--- src/rtl/pattern_loader_pkg.sv ---
// Shared types and defaults for the pattern loader: board geometry, cell
// position type, loader state enum and the toroidal wrap helper.
package pattern_loader_pkg;

   localparam int BOARD_W_DEF = 64;
   localparam int BOARD_H_DEF = 48;
   localparam int PAT_DIM_DEF = 8;
   localparam int POS_W = $clog2((BOARD_W_DEF > BOARD_H_DEF) ? BOARD_W_DEF : BOARD_H_DEF);

   typedef logic [POS_W-1:0] pos_t;

   typedef enum logic [2:0] {
      IDLE,
      CLEAR,
      FETCH,
      STAMP,
      DONE
   } pl_state_t;

   // One compare-and-subtract is enough: both operands are already below the bound.
   function automatic pos_t wrap_pos(input logic [POS_W:0] sum, input logic [POS_W:0] bound);
      logic [POS_W:0] r;
      r = (sum >= bound) ? (sum - bound) : sum;
      return r[POS_W-1:0];
   endfunction

endpackage

--- src/rtl/pattern_loader_rom.sv ---
// Pattern ROM: 8 patterns of PAT_DIM rows, bit c of a row is column c.
// Synchronous read, data valid the cycle after rd_en.
module pattern_rom
   import pattern_loader_pkg::*;
#(
   parameter int PAT_DIM = PAT_DIM_DEF,
   parameter int ROW_W   = 3
) (
   input  logic               clk_in,
   input  logic               rst_in,
   input  logic               rd_en,
   input  logic [2:0]         sel,
   input  logic [ROW_W-1:0]   row,
   output logic [PAT_DIM-1:0] bits
);

   logic [7:0] row_data;

   // 0 empty, 1 glider, 2 blinker, 3 block, 4 LWSS, 5 R-pentomino, 6 frame, 7 checkerboard
   always_comb begin
      row_data = 8'h00;
      case (sel)
         3'd1: case (int'(row))
                  0: row_data = 8'h02;
                  1: row_data = 8'h04;
                  2: row_data = 8'h07;
                  default: row_data = 8'h00;
               endcase
         3'd2: row_data = (int'(row) == 0) ? 8'h07 : 8'h00;
         3'd3: row_data = (int'(row) <= 1) ? 8'h03 : 8'h00;
         3'd4: case (int'(row))
                  0: row_data = 8'h12;
                  1: row_data = 8'h01;
                  2: row_data = 8'h11;
                  3: row_data = 8'h0F;
                  default: row_data = 8'h00;
               endcase
         3'd5: case (int'(row))
                  0: row_data = 8'h06;
                  1: row_data = 8'h03;
                  2: row_data = 8'h02;
                  default: row_data = 8'h00;
               endcase
         3'd6: row_data = (int'(row) == 0 || int'(row) == 7) ? 8'hFF : 8'h81;
         3'd7: row_data = row[0] ? 8'hAA : 8'h55;
         default: row_data = 8'h00;
      endcase
   end

   always_ff @(posedge clk_in or negedge rst_in) begin
      if (!rst_in) begin
         bits <= '0;
      end else if (rd_en) begin
         bits <= PAT_DIM'(row_data);
      end
   end

endmodule

--- src/rtl/pattern_loader.sv ---
// Pattern loader: optionally clears the life board, then stamps a ROM pattern
// at a toroidally wrapped origin through a ready/valid cell-write port.
//
// state | meaning
// IDLE  | waiting for load_in; latches pattern select and origin
// CLEAR | writing 0 to every cell in raster order
// FETCH | one-cycle ROM read of the current pattern row
// STAMP | writing the PAT_DIM cells of the current row
// DONE  | one-cycle completion pulse
module pattern_loader
   import pattern_loader_pkg::*;
#(
   parameter int BOARD_W = BOARD_W_DEF,
   parameter int BOARD_H = BOARD_H_DEF,
   parameter int PAT_DIM = PAT_DIM_DEF
) (
   input  logic       clk_in,
   input  logic       rst_in,
   input  logic       load_in,
   input  logic       clear_in,
   input  logic [2:0] pattern_sel_in,
   input  pos_t       origin_x_in,
   input  pos_t       origin_y_in,
   input  logic       wr_ready_in,
   output logic       wr_en_out,
   output pos_t       wr_x_out,
   output pos_t       wr_y_out,
   output logic       alive_out,
   output logic       busy_out,
   output logic       done_out
);

   localparam int ROW_W = (PAT_DIM > 1) ? $clog2(PAT_DIM) : 1;
   localparam logic [POS_W:0]   W_LIM    = (POS_W+1)'(BOARD_W);
   localparam logic [POS_W:0]   H_LIM    = (POS_W+1)'(BOARD_H);
   localparam pos_t             X_LAST   = POS_W'(BOARD_W - 1);
   localparam pos_t             Y_LAST   = POS_W'(BOARD_H - 1);
   localparam logic [ROW_W-1:0] IDX_LAST = ROW_W'(PAT_DIM - 1);

   pl_state_t          state, state_nx;
   logic [2:0]         sel_q;
   pos_t               ox_q, oy_q, cx, cy;
   logic [ROW_W-1:0]   row, col;
   logic [PAT_DIM-1:0] rom_bits;
   logic               rom_rd, wr_active, xfer, clear_last, col_last;

   assign wr_active  = (state == CLEAR) || (state == STAMP);
   assign xfer       = wr_active & wr_ready_in;
   assign clear_last = (cx == X_LAST) && (cy == Y_LAST);
   assign col_last   = (col == IDX_LAST);

   pattern_rom #(.PAT_DIM(PAT_DIM), .ROW_W(ROW_W)) u_rom (
      .clk_in (clk_in),
      .rst_in (rst_in),
      .rd_en  (rom_rd),
      .sel    (sel_q),
      .row    (row),
      .bits   (rom_bits)
   );

   always_comb begin
      state_nx  = state;
      rom_rd    = 1'b0;
      wr_en_out = wr_active;
      wr_x_out  = '0;
      wr_y_out  = '0;
      alive_out = 1'b0;
      busy_out  = 1'b1;
      done_out  = 1'b0;
      case (state)
         IDLE: begin
            busy_out = 1'b0;
            if (load_in) state_nx = clear_in ? CLEAR : FETCH;
         end
         CLEAR: begin
            wr_x_out = cx;
            wr_y_out = cy;
            if (xfer && clear_last) state_nx = FETCH;
         end
         FETCH: begin
            rom_rd   = 1'b1;
            state_nx = STAMP;
         end
         STAMP: begin
            wr_x_out  = wrap_pos({1'b0, ox_q} + (POS_W+1)'(col), W_LIM);
            wr_y_out  = wrap_pos({1'b0, oy_q} + (POS_W+1)'(row), H_LIM);
            alive_out = rom_bits[col];
            if (xfer && col_last) state_nx = (row == IDX_LAST) ? DONE : FETCH;
         end
         DONE: begin
            done_out = 1'b1;
            state_nx = IDLE;
         end
         default: state_nx = IDLE;
      endcase
   end

   always_ff @(posedge clk_in or negedge rst_in) begin
      if (!rst_in) begin
         state <= IDLE;
         sel_q <= '0;
         ox_q  <= '0;
         oy_q  <= '0;
         cx    <= '0;
         cy    <= '0;
         row   <= '0;
         col   <= '0;
      end else begin
         state <= state_nx;
         case (state)
            IDLE: if (load_in) begin
               sel_q <= pattern_sel_in;
               ox_q  <= wrap_pos({1'b0, origin_x_in}, W_LIM);
               oy_q  <= wrap_pos({1'b0, origin_y_in}, H_LIM);
               cx    <= '0;
               cy    <= '0;
               row   <= '0;
               col   <= '0;
            end
            CLEAR: if (xfer) begin
               if (cx == X_LAST) begin
                  cx <= '0;
                  cy <= (cy == Y_LAST) ? '0 : cy + pos_t'(1);
               end else begin
                  cx <= cx + pos_t'(1);
               end
            end
            STAMP: if (xfer) begin
               if (col_last) begin
                  col <= '0;
                  row <= row + ROW_W'(1);
               end else begin
                  col <= col + ROW_W'(1);
               end
            end
            default: ;
         endcase
      end
   end

endmodule

--- config.mk ---
export PLATFORM = sky130hd
export DESIGN_NAME = pattern_loader
export DESIGN_NICKNAME = d
export VERILOG_FILES = /design/src/rtl/pattern_loader_pkg.sv /design/src/rtl/pattern_loader_rom.sv /design/src/rtl/pattern_loader.sv
export SDC_FILE = /design/constraint.sdc
export NUM_CORES = 1
export LEC_CHECK = 0
export CAP_MARGIN = 20
export CORE_ASPECT_RATIO = 1.25
export CORE_MARGIN = 2
export CORE_UTILIZATION = 40
export DETAILED_ROUTE_END_ITERATION = 8
export MAX_ROUTING_LAYER = met4
export SYNTH_ARGS = -nofsm -noshare
export SYNTH_HDL_FRONTEND = slang
export SYNTH_SLANG_ARGS = --single-unit
--- constraint.sdc ---
create_clock -name clk_in -period 10.3 [get_ports clk_in]
set_input_delay 2.06 -clock clk_in [delete_from_list [all_inputs] [get_ports clk_in]]
set_output_delay 2.06 -clock clk_in [all_outputs]
set_load 0.03 [all_outputs]
## Word-level counts from Yosys, hierarchy flattened

Cells that the tools add are included.

| word-level totals | value |
|---|---|
| register bits after elaboration | 44 |
| input bits | 20 |
| logic and storage cells | 106 |

| operators by class | value |
|---|---|
| add/subtract/negate cells | 9 |
| multiplexer cells | 40 |
| magnitude comparators | 5 |
| reductions and logical operators | 16 |
| bitwise logic cells | 1 |
| equal/unequal tests | 26 |

Operators with widths:

| cell | count |
|---|---|
| one-hot mux 8 bit (7 select lines) | 1 |
| two-way mux 6 bit | 9 |
| one-hot mux 6 bit (2 select lines) | 4 |
| two-way mux 3 bit | 10 |
| == test 3 bit (second input constant) | 7 |
| one-hot mux 5 bit (4 select lines) | 1 |
| == test 3 x 2 -> 1 bit (second input constant) | 6 |
| one-hot mux 3 bit (3 select lines) | 2 |
| adder 6 x 3 -> 7 bit | 2 |
| adder 6 x 1 -> 6 bit (second input constant) | 2 |
| == test 3 x 1 -> 1 bit (second input constant) | 4 |
| == test 6 bit (second input constant) | 2 |
| one-hot mux 3 bit (2 select lines) | 2 |
| one-hot mux 3 bit (4 select lines) | 1 |
| subtractor 6 bit (second input constant) | 2 |
| zero test 3 bit | 3 |
| AND reduction 3 bit | 3 |
| two-way mux 8 bit | 1 |
| inequality test 2 bit (second input constant) | 4 |
| AND reduction 4 bit | 2 |
| >= comparator 7 x 6 -> 1 bit (second input constant) | 1 |
| >= comparator 7 bit (second input constant) | 1 |
| two-way mux 7 bit | 1 |
| adder 3 x 1 -> 3 bit (second input constant) | 2 |
| 13 further kinds | 24 |

## Longest topological paths before layout

Gate-level depths: netlist of run 1.

| depth | value |
|---|---|
| depth after elaboration | 6 |
| mapped depth | 12 |
| depth with buffers taken out | 12 |

## Modules after synthesis

From an unflattened synthesis of run 1, not the netlist that was laid out.

| second synthesis, totals | value |
|---|---|
| cell total of the unflattened synthesis | 321 |
| area total of the unflattened synthesis | 2950.3 um2 |

Modules (own cells, without submodules):

| module | area an instance (um2) | seq. area each (um2) | cells each | times used |
|---|---|---|---|---|
| pattern_loader | 2327.2 | 900.9 | 245 | 1 |
| pattern_rom | 623.1 | 200.2 | 76 | 1 |

## Least setup slack after synthesis of run 1

No wires, ideal clock.

| path | value |
|---|---|
| path type | reg2out |
| start point | reg row[0] |
| end point | out wr_y_out[4] |
| path buffers | 0 |
| cell stages (with the launch flop) | 12 |
| required time | 8.240 ns |
| arrival time | 3.157 ns |
| slack | 5.083 ns |
| cells stage by stage | dfrtp_1 > ha_1 > fa_1 > a21oi_1 > nand2b_1 > xnor2_1 > inv_1 > ha_1 > or3b_1 > nor4_1 > o22ai_1 > o311ai_1 |

| between the ends | value |
|---|---|
| word-level cells in the longest chain between the ends | 4 |

RTL lines:

| what | RTL line | source |
|---|---|---|
| start, declared | pattern_loader.sv:43 | `logic [ROW_W-1:0] row, col;` |
| start signal, assigned | pattern_loader.sv:131 | `row <= row + ROW_W'(1);` |
| adder 6 x 3 -> 7 bit * | pattern_loader.sv:86 | `wr_y_out = wrap_pos({1'b0, oy_q} + (POS_W+1)'(row), H_LIM);` |
| subtractor 6 bit / >= comparator 7 x 6 -> 1 bit (equally long branches) | pattern_loader_pkg.sv:23 | `r = (sum >= bound) ? (sum - bound) : sum;` |
| two-way mux 6 bit * | pattern_loader_pkg.sv:23 |  |
| one-hot mux 6 bit (2 select lines) * | pattern_loader.sv:70 | `case (state)` |
| end, declared | pattern_loader.sv:27 | `output pos_t wr_y_out,` |

Every way passes the cells marked *; elsewhere a longest branch is shown, timed or not.

## Final worst setup path of run 1

Same ends and word-level chain as after synthesis.

==> results of run 1 <==
cells in the final DEF, fill, tap and decap left out, types with 4 or more instances in the layout:
cell,n
mux2_2,11
o211ai_1,4
clkbuf_8,6
nand2_1,38
nor2_1,18
or2_2,5
xnor2_1,4
nand3_1,7
nor3_1,4
inv_1,15
o21ai_0,34
clkdlybuf4s50_1,34
xor2_1,5
dfrtp_1,44
mux2i_1,5
a21oi_1,14
nor2b_1,6
nand2b_1,5
a22o_1,10
ha_1,18
report_power, final:
| part | switching, mW | internal, mW |
|---|---|---|
| combinational | 0.376 | 0.304 |
| sequential | 0.100 | 0.234 |
| clock | 0.0651 | 0.0544 |
sequential cells by signal, summed over array words and instances, names as in the netlist:
signal      flops
col             3
u_rom.bits      8
oy_q            6
sel_q           3
ox_q            6
cx              6
state           3
row             3
cy              6
cells by family (layout without fill, tap and decap cells):
| logic type | count (synthesis) | after routing |
|---|---|---|
| fa+ha+maj | 20 | 20 |
| mux | 18 | 18 |
| xor+xnor | 9 | 9 |
| simple gates | 104 | 104 |
| buf+inv | 31 | 62 |
| flops | 44 | 44 |
| compound gates | 93 | 93 |
worst min-delay path by stage:
stage | from | to | slack [ps] | cells past startpoint
final | u_rom.bits[5] | u_rom.bits[5] | 480 | 2
after global routing | u_rom.bits[5] | u_rom.bits[5] | 510 | 2
after CTS | u_rom.bits[5] | u_rom.bits[5] | 490 | 2
after detailed placement | u_rom.bits[5] | u_rom.bits[5] | 460 | 2
after global placement | u_rom.bits[5] | u_rom.bits[5] | 460 | 2
after floorplan | u_rom.bits[5] | u_rom.bits[5] | 440 | 2
cell usage after synthesis, types with 4 or more instances:
master / number
clkbuf_1: 6
or2_2: 5
buf_2: 6
ha_1: 18
xor2_1: 5
mux2_2: 11
inv_1: 15
nand2b_1: 5
a21oi_1: 14
o211ai_1: 4
mux2i_1: 5
nor3_1: 4
xnor2_1: 4
dfrtp_1: 44
nor2b_1: 6
o21ai_0: 34
nor2_1: 18
nand2_1: 38
nand3_1: 7
a22o_1: 10
tightest hold or removal path: stages (launching register included):
cell     delay, ps
dfrtp_1        350
nand2_1         50
nand2_1         50
metrics by stage:
| step | util [%] | instances | instance area (µm²) |
|---|---|---|---|
| global placement | 46.1 | 433 | 3350 |
| floorplan | - | 319 | 2950 |
| global route | 47.7 | 442 | 3470 |
| CTS | 47.4 | 441 | 3450 |
| detailed placement | 46.1 | 433 | 3350 |
| finish | 47.7 | 442 | 3470 |
layout make-up:
class                   count  area [µm²]  share of cell area, %
clock inverters             2        15.0                  0.433
multi-input cells         244        1710                   49.4
well taps                  92         115                   3.32
clock buffers               6        82.6                   2.38
inverters                  16        60.1                   1.73
flip-flops and latches     44        1100                   31.8
repair buffers             38         380                   11.0
routing by layer:
layer  wire, µm  share of wire, %  vias up
li1           -                 -     1212
met1       3110                46     1216
met2       3390                50       40
met3        210               3.1        9
met4        110               1.6        0
met5          0                 0        -
==> flow_summary_export.csv, run 1 <==
group,metric,value,unit
global_route,grtUsageTotal,19.1,%
timing,holdWs,483,ps
clock_network,clk_pin_slew,90,ps
floorplan,design.die.area,0.00808,mm²
synthesis,synth_area_leaders,"dfrtp_1 37%, ha_1 7.6%, o21ai_0 5.8%",
critical_path,crit_top_cell,"ha_1",
global_route,grt_pass1_vias,2485,
hold_path,hp-class,"reg2reg",
cells_and_area,area_growth,17.6,%
timing,fmax,0.167,GHz
floorplan,initial_core_util,40.6,%
critical_path,max_stage_delay,730,ps
synthesis,synth_ff_type,"dfrtp_1",
synthesis,yosysSeqAreaShare,37.3,%
synthesis,async_flop_share,100,%
timing,final_max_slew_viol_count,0,
clock_network,clk_latency,300,ps
clock_network,cts.sinks,44,
floorplan,core_area,0.00727,mm²
critical_path,r2r_start,"state[0]",
synthesis,synth_compound_area_share,20.8,%
power,power,1.13,mW
placement,place_congestion,0.814,
synthesis,synth_top_family_by_area,"compound AO/OA/AOI/OAI gates",
synthesis,netlist_area,0.00295,mm²
clock_network,post_cts_buffers,0,
timing,max_slew.worst_pin.slew,898,ps
critical_path,worst_r2r_path_depth,5,
route,routed_wl,6820,µm
cells_and_area,nets,389,
timing,hold_violations,0,
placement,place_hpwl,4860,µm
cells_and_area,antenna_cells,0,
synthesis,synth_seq_cells,44,
timing,period_minus_slack,5980,ps
floorplan,die_y,100,µm
timing,rsz0062_at_grt,"false",
critical_path,critical_path_buf_inv_count,2,
critical_path,required,8240,ps
clock_network,cts_tree,"built",
critical_path,critical_path_class,"reg2out",
synthesis,synth_warnings,0,
critical_path,crit_chain,"ha_1, fa_1, a21oi_1, nand2b_1, xnor2_1, inv_1, ha_1, or3b_1, nor4_1, o22ai_1, o311ai_1, clkdlybuf4s50_1",
route,drtIter0Drc,123,
global_route,antenna_found_initial,0,
synthesis,synthMuxAreaShare,7.42,%
power,p_per_area,327,mW/mm²
synthesis,yosys.area_share.simple,18.2,%
floorplan,io_pins,36,
critical_path,path_delay_family,"buffers and inverters",
critical_path,reg2reg_to,"cy[5]",
critical_path,r2r_setup_slack,8090,ps
route,drc,0,
global_route,grt_max_degree,45,
global_route,grtUsageMet1,24.2,%
synthesis,synth.largest_area_cell,"dfrtp_1",
global_route,gr-total-overflow,0,
status,run_status,"finished, final reports clean",
timing,slew_headroom,39.9,%
synthesis,synthAdderAreaFrac,8.99,%
clock_network,cts_root_buf,"clkbuf_8",
floorplan,chipWidth,80.8,µm
global_route,grt_first_pass_wirelength,11700,µm
global_route,grtUsageMet3,3.42,%
power,cellLeakagePower,1.43,nW
route,drtAntennaViolNets,0,
critical_path,path_max_fanout,9,
cells_and_area,n_fill_cell,728,
timing,finalSetupViolations,0,
timing,fin_crit_sh,58.0,%
synthesis,synth_xor_area_share,2.67,%
clock_network,cts_resized,0,
clock_network,numCtsBuffers,5,
clock_network,cts.path.max_buffers,2,
critical_path,cp.arrival,3920,ps
global_route,top_usage_layer,"met2",
run,drv_cap,0,
synthesis,ys_types,57,
timing,fin_tns_setup,0,ps
clock_network,htreeDepth,2,
global_route,globalRouteMet2Util,31.0,%
route,via_per_inst,5.60,
placement,port_buffers,35,
route,num_vias,2477,
floorplan,row_count,35,
critical_path,end_kind,"output pin",
critical_path,cp.depth,12,
synthesis,synth_edf_count,0,
route,drt-pass1-iter-count,4,
placement,pre_cts_slack,4690,ps
cells_and_area,drive_gt1_share,10.9,%
timing,clock_skew,10.2,ps
clock_network,hold_buffers,0,
critical_path,cp-startpoint,"row[0]",
synthesis,synthesis.instances,319,
critical_path,cp_slowest_cell,"clkdlybuf4s50_1",
route,routedWlPerCell,15.4,µm
timing,fin_ws,4320,ps
critical_path,cp-endpoint,"wr_y_out[4]",
synthesis,synth_fp_nets,359,
power,ir_drop,0.258,mV
critical_path,cp-start-kind,"flop",
synthesis,synth_top_area_share,37.3,%
synthesis,avgSynthCellArea,9.24,µm²
Power figures use the tool's default switching activity.
==> inputs of run 2 (changes only) <==
==> constraint.sdc (replaced) <==
create_clock -name clk_in -period 5.47 [get_ports clk_in]
set_input_delay 1.094 -clock clk_in [delete_from_list [all_inputs] [get_ports clk_in]]
set_output_delay 1.094 -clock clk_in [all_outputs]
set_load 0.03 [all_outputs]
==> flow_summary_export.csv, run 2 (same netlist as run 1, synthesis figures left out) <==
group,metric,value,unit
status,run_status,"finished, final reports clean",
cells_and_area,nets,389,
placement,place_congestion,0.814,
power,p_per_area,613,mW/mm²
hold_path,holdCritStartpoint,"u_rom.bits[5]",
power,combPwrFrac,60.0,%
global_route,globalRouteMet2Util,30.6,%
global_route,grtUsageMet1,24.7,%
route,num_vias,2429,
timing,finalSetupViolations,0,
timing,fin_tns_setup,0,ps
critical_path,crit_chain,"ha_1, fa_1, a21oi_1, nand2b_1, xnor2_1, inv_1, ha_1, or3b_1, nor4_1, o22ai_1, a21oi_1, a22o_1, clkdlybuf4s50_1",
clock_network,post_cts_buffers,0,
cells_and_area,drive_gt1_share,10.6,%
timing,fin_crit_sh,91.4,%
critical_path,cp-startpoint,"row[0]",
timing,slew_headroom,39.3,%
critical_path,cp-start-kind,"flop",
critical_path,critical_path_class,"reg2out",
placement,port_buffers,35,
clock_network,cts_resized,0,
cells_and_area,regMostFlops,"u_rom.bits",
critical_path,cp_slowest_cell,"clkdlybuf4s50_1",
clock_network,numCtsBuffers,5,
clock_network,cts_root_buf,"clkbuf_8",
timing,rsz0062_at_grt,"false",
route,routed_wl,6800,µm
timing,fin_ws,472,ps
critical_path,critical_path_buf_inv_count,2,
timing,hold_violations,0,
placement,place_hpwl,4890,µm
timing,period_minus_slack,5000,ps
timing,clock_skew,9.92,ps
floorplan,row_count,35,
route,drt-pass1-iter-count,4,
global_route,antenna_found_initial,0,
global_route,grtUsageMet3,3.51,%
clock_network,htreeDepth,2,
global_route,top_usage_layer,"met2",
timing,fmax,0.200,GHz
critical_path,cp.arrival,3900,ps
power,internal_power,1.12,mW
floorplan,chipWidth,80.8,µm
route,via_per_inst,5.50,
global_route,grt_pass1_vias,2474,
floorplan,io_pins,36,
route,drc,0,
power,cellLeakagePower,1.44,nW
critical_path,r2r_start,"state[0]",
clock_network,clk_latency,300,ps
cells_and_area,final_cell_mix,"44 x dfrtp_1, 38 x nand2_1, 34 x o21ai_0, 34 x clkdlybuf4s50_1",
power,p_sw_share,47.5,%
route,drtAntennaViolNets,0,
clock_network,hold_buffers,0,
power,p_switching,1.01,mW
critical_path,end_kind,"output pin",
clock_network,cts_tree,"built",
floorplan,die_y,100,µm
floorplan,design.die.area,0.00808,mm²
critical_path,max_stage_delay,670,ps
global_route,grt_max_degree,45,
cells_and_area,area_growth,17.7,%
floorplan,core_area,0.00727,mm²
run,drv_cap,0,
route,drtIter0Drc,72,
cells_and_area,antenna_cells,0,
critical_path,required,4380,ps
power,clock_power_share,10.4,%
global_route,gr-total-overflow,0,
cells_and_area,final_common_cell,"dfrtp_1",
cells_and_area,largest_reg_flops,8,
timing,final_max_slew_viol_count,0,
global_route,grtUsageTotal,19.1,%
timing,max_slew.worst_pin.slew,907,ps
global_route,grt_first_pass_wirelength,11700,µm
clock_network,clk_pin_slew,90,ps
clock_network,cts.path.max_buffers,2,
power,ir_drop,0.487,mV
critical_path,path_delay_family,"adder cells",
route,routedWlPerCell,15.4,µm
floorplan,initial_core_util,40.6,%
hold_path,hp-class,"reg2reg",
critical_path,path_max_fanout,9,
placement,pre_cts_slack,819,ps
clock_network,cts.sinks,44,
power,seq_power_share,29.6,%
run 2: layout make-up:
class                   instances  area [µm²]
fillers                       751        3800
flip-flops and latches         44        1100
well taps                      92         115
clock buffers                   7        86.3
inverters                      16        60.1
repair buffers                 38         388
clock inverters                 1        7.51
multi-input cells             244        1710
run 2: routing by layer:
layer / wire [µm] / part of all wire [%]
met5: 0 / 0
met4: 80 / 1.2
met3: 215 / 3.2
met2: 3340 / 49
met1: 3160 / 47
run 2: path summary, 6_finish.rpt:
| check | endpoint | depth (start not counted) | slack, ps |
|---|---|---|---|
| max reg2reg | cy[5] | 5 | 3250 |
| max | wr_y_out[5] | 13 | 470 |
| max in group asynchronous | cy[3] | 2 | 4190 |
| min in group asynchronous | u_rom.bits[0] | 1 | 760 |
| min reg2reg | u_rom.bits[5] | 2 | 480 |
| min | u_rom.bits[5] | 2 | 480 |
run 2: power by group through the flow:
stage / clock network [mW] / registers [mW] / logic, mW
3_3_place_gp: 0 / 0.628 / 1.28
4_1_cts: 0.231 / 0.629 / 1.29
6_report: 0.221 / 0.630 / 1.28
5_1_grt: 0.246 / 0.657 / 1.42
3_5_place_dp: 0 / 0.635 / 1.28
2_1_floorplan: 0 / 0.536 / 0.987
run 2: stage by stage:
stage	total power, mW	hold slack [ps]	cell area (µm²)	cells	utilization, %
final	2.13	481	3470	442	47.7
after global routing	2.33	510	3470	442	47.7
after CTS	2.15	487	3440	441	47.4
after detailed placement	1.91	465	3350	433	46.1
after global placement	1.90	463	3350	433	46.1
after floorplan	1.52	442	2950	319	-
run 2: tightest hold or removal path: stages, from the launching register on:
cell     delay (ps)
dfrtp_1         350
nand2_1          50
nand2_1          50
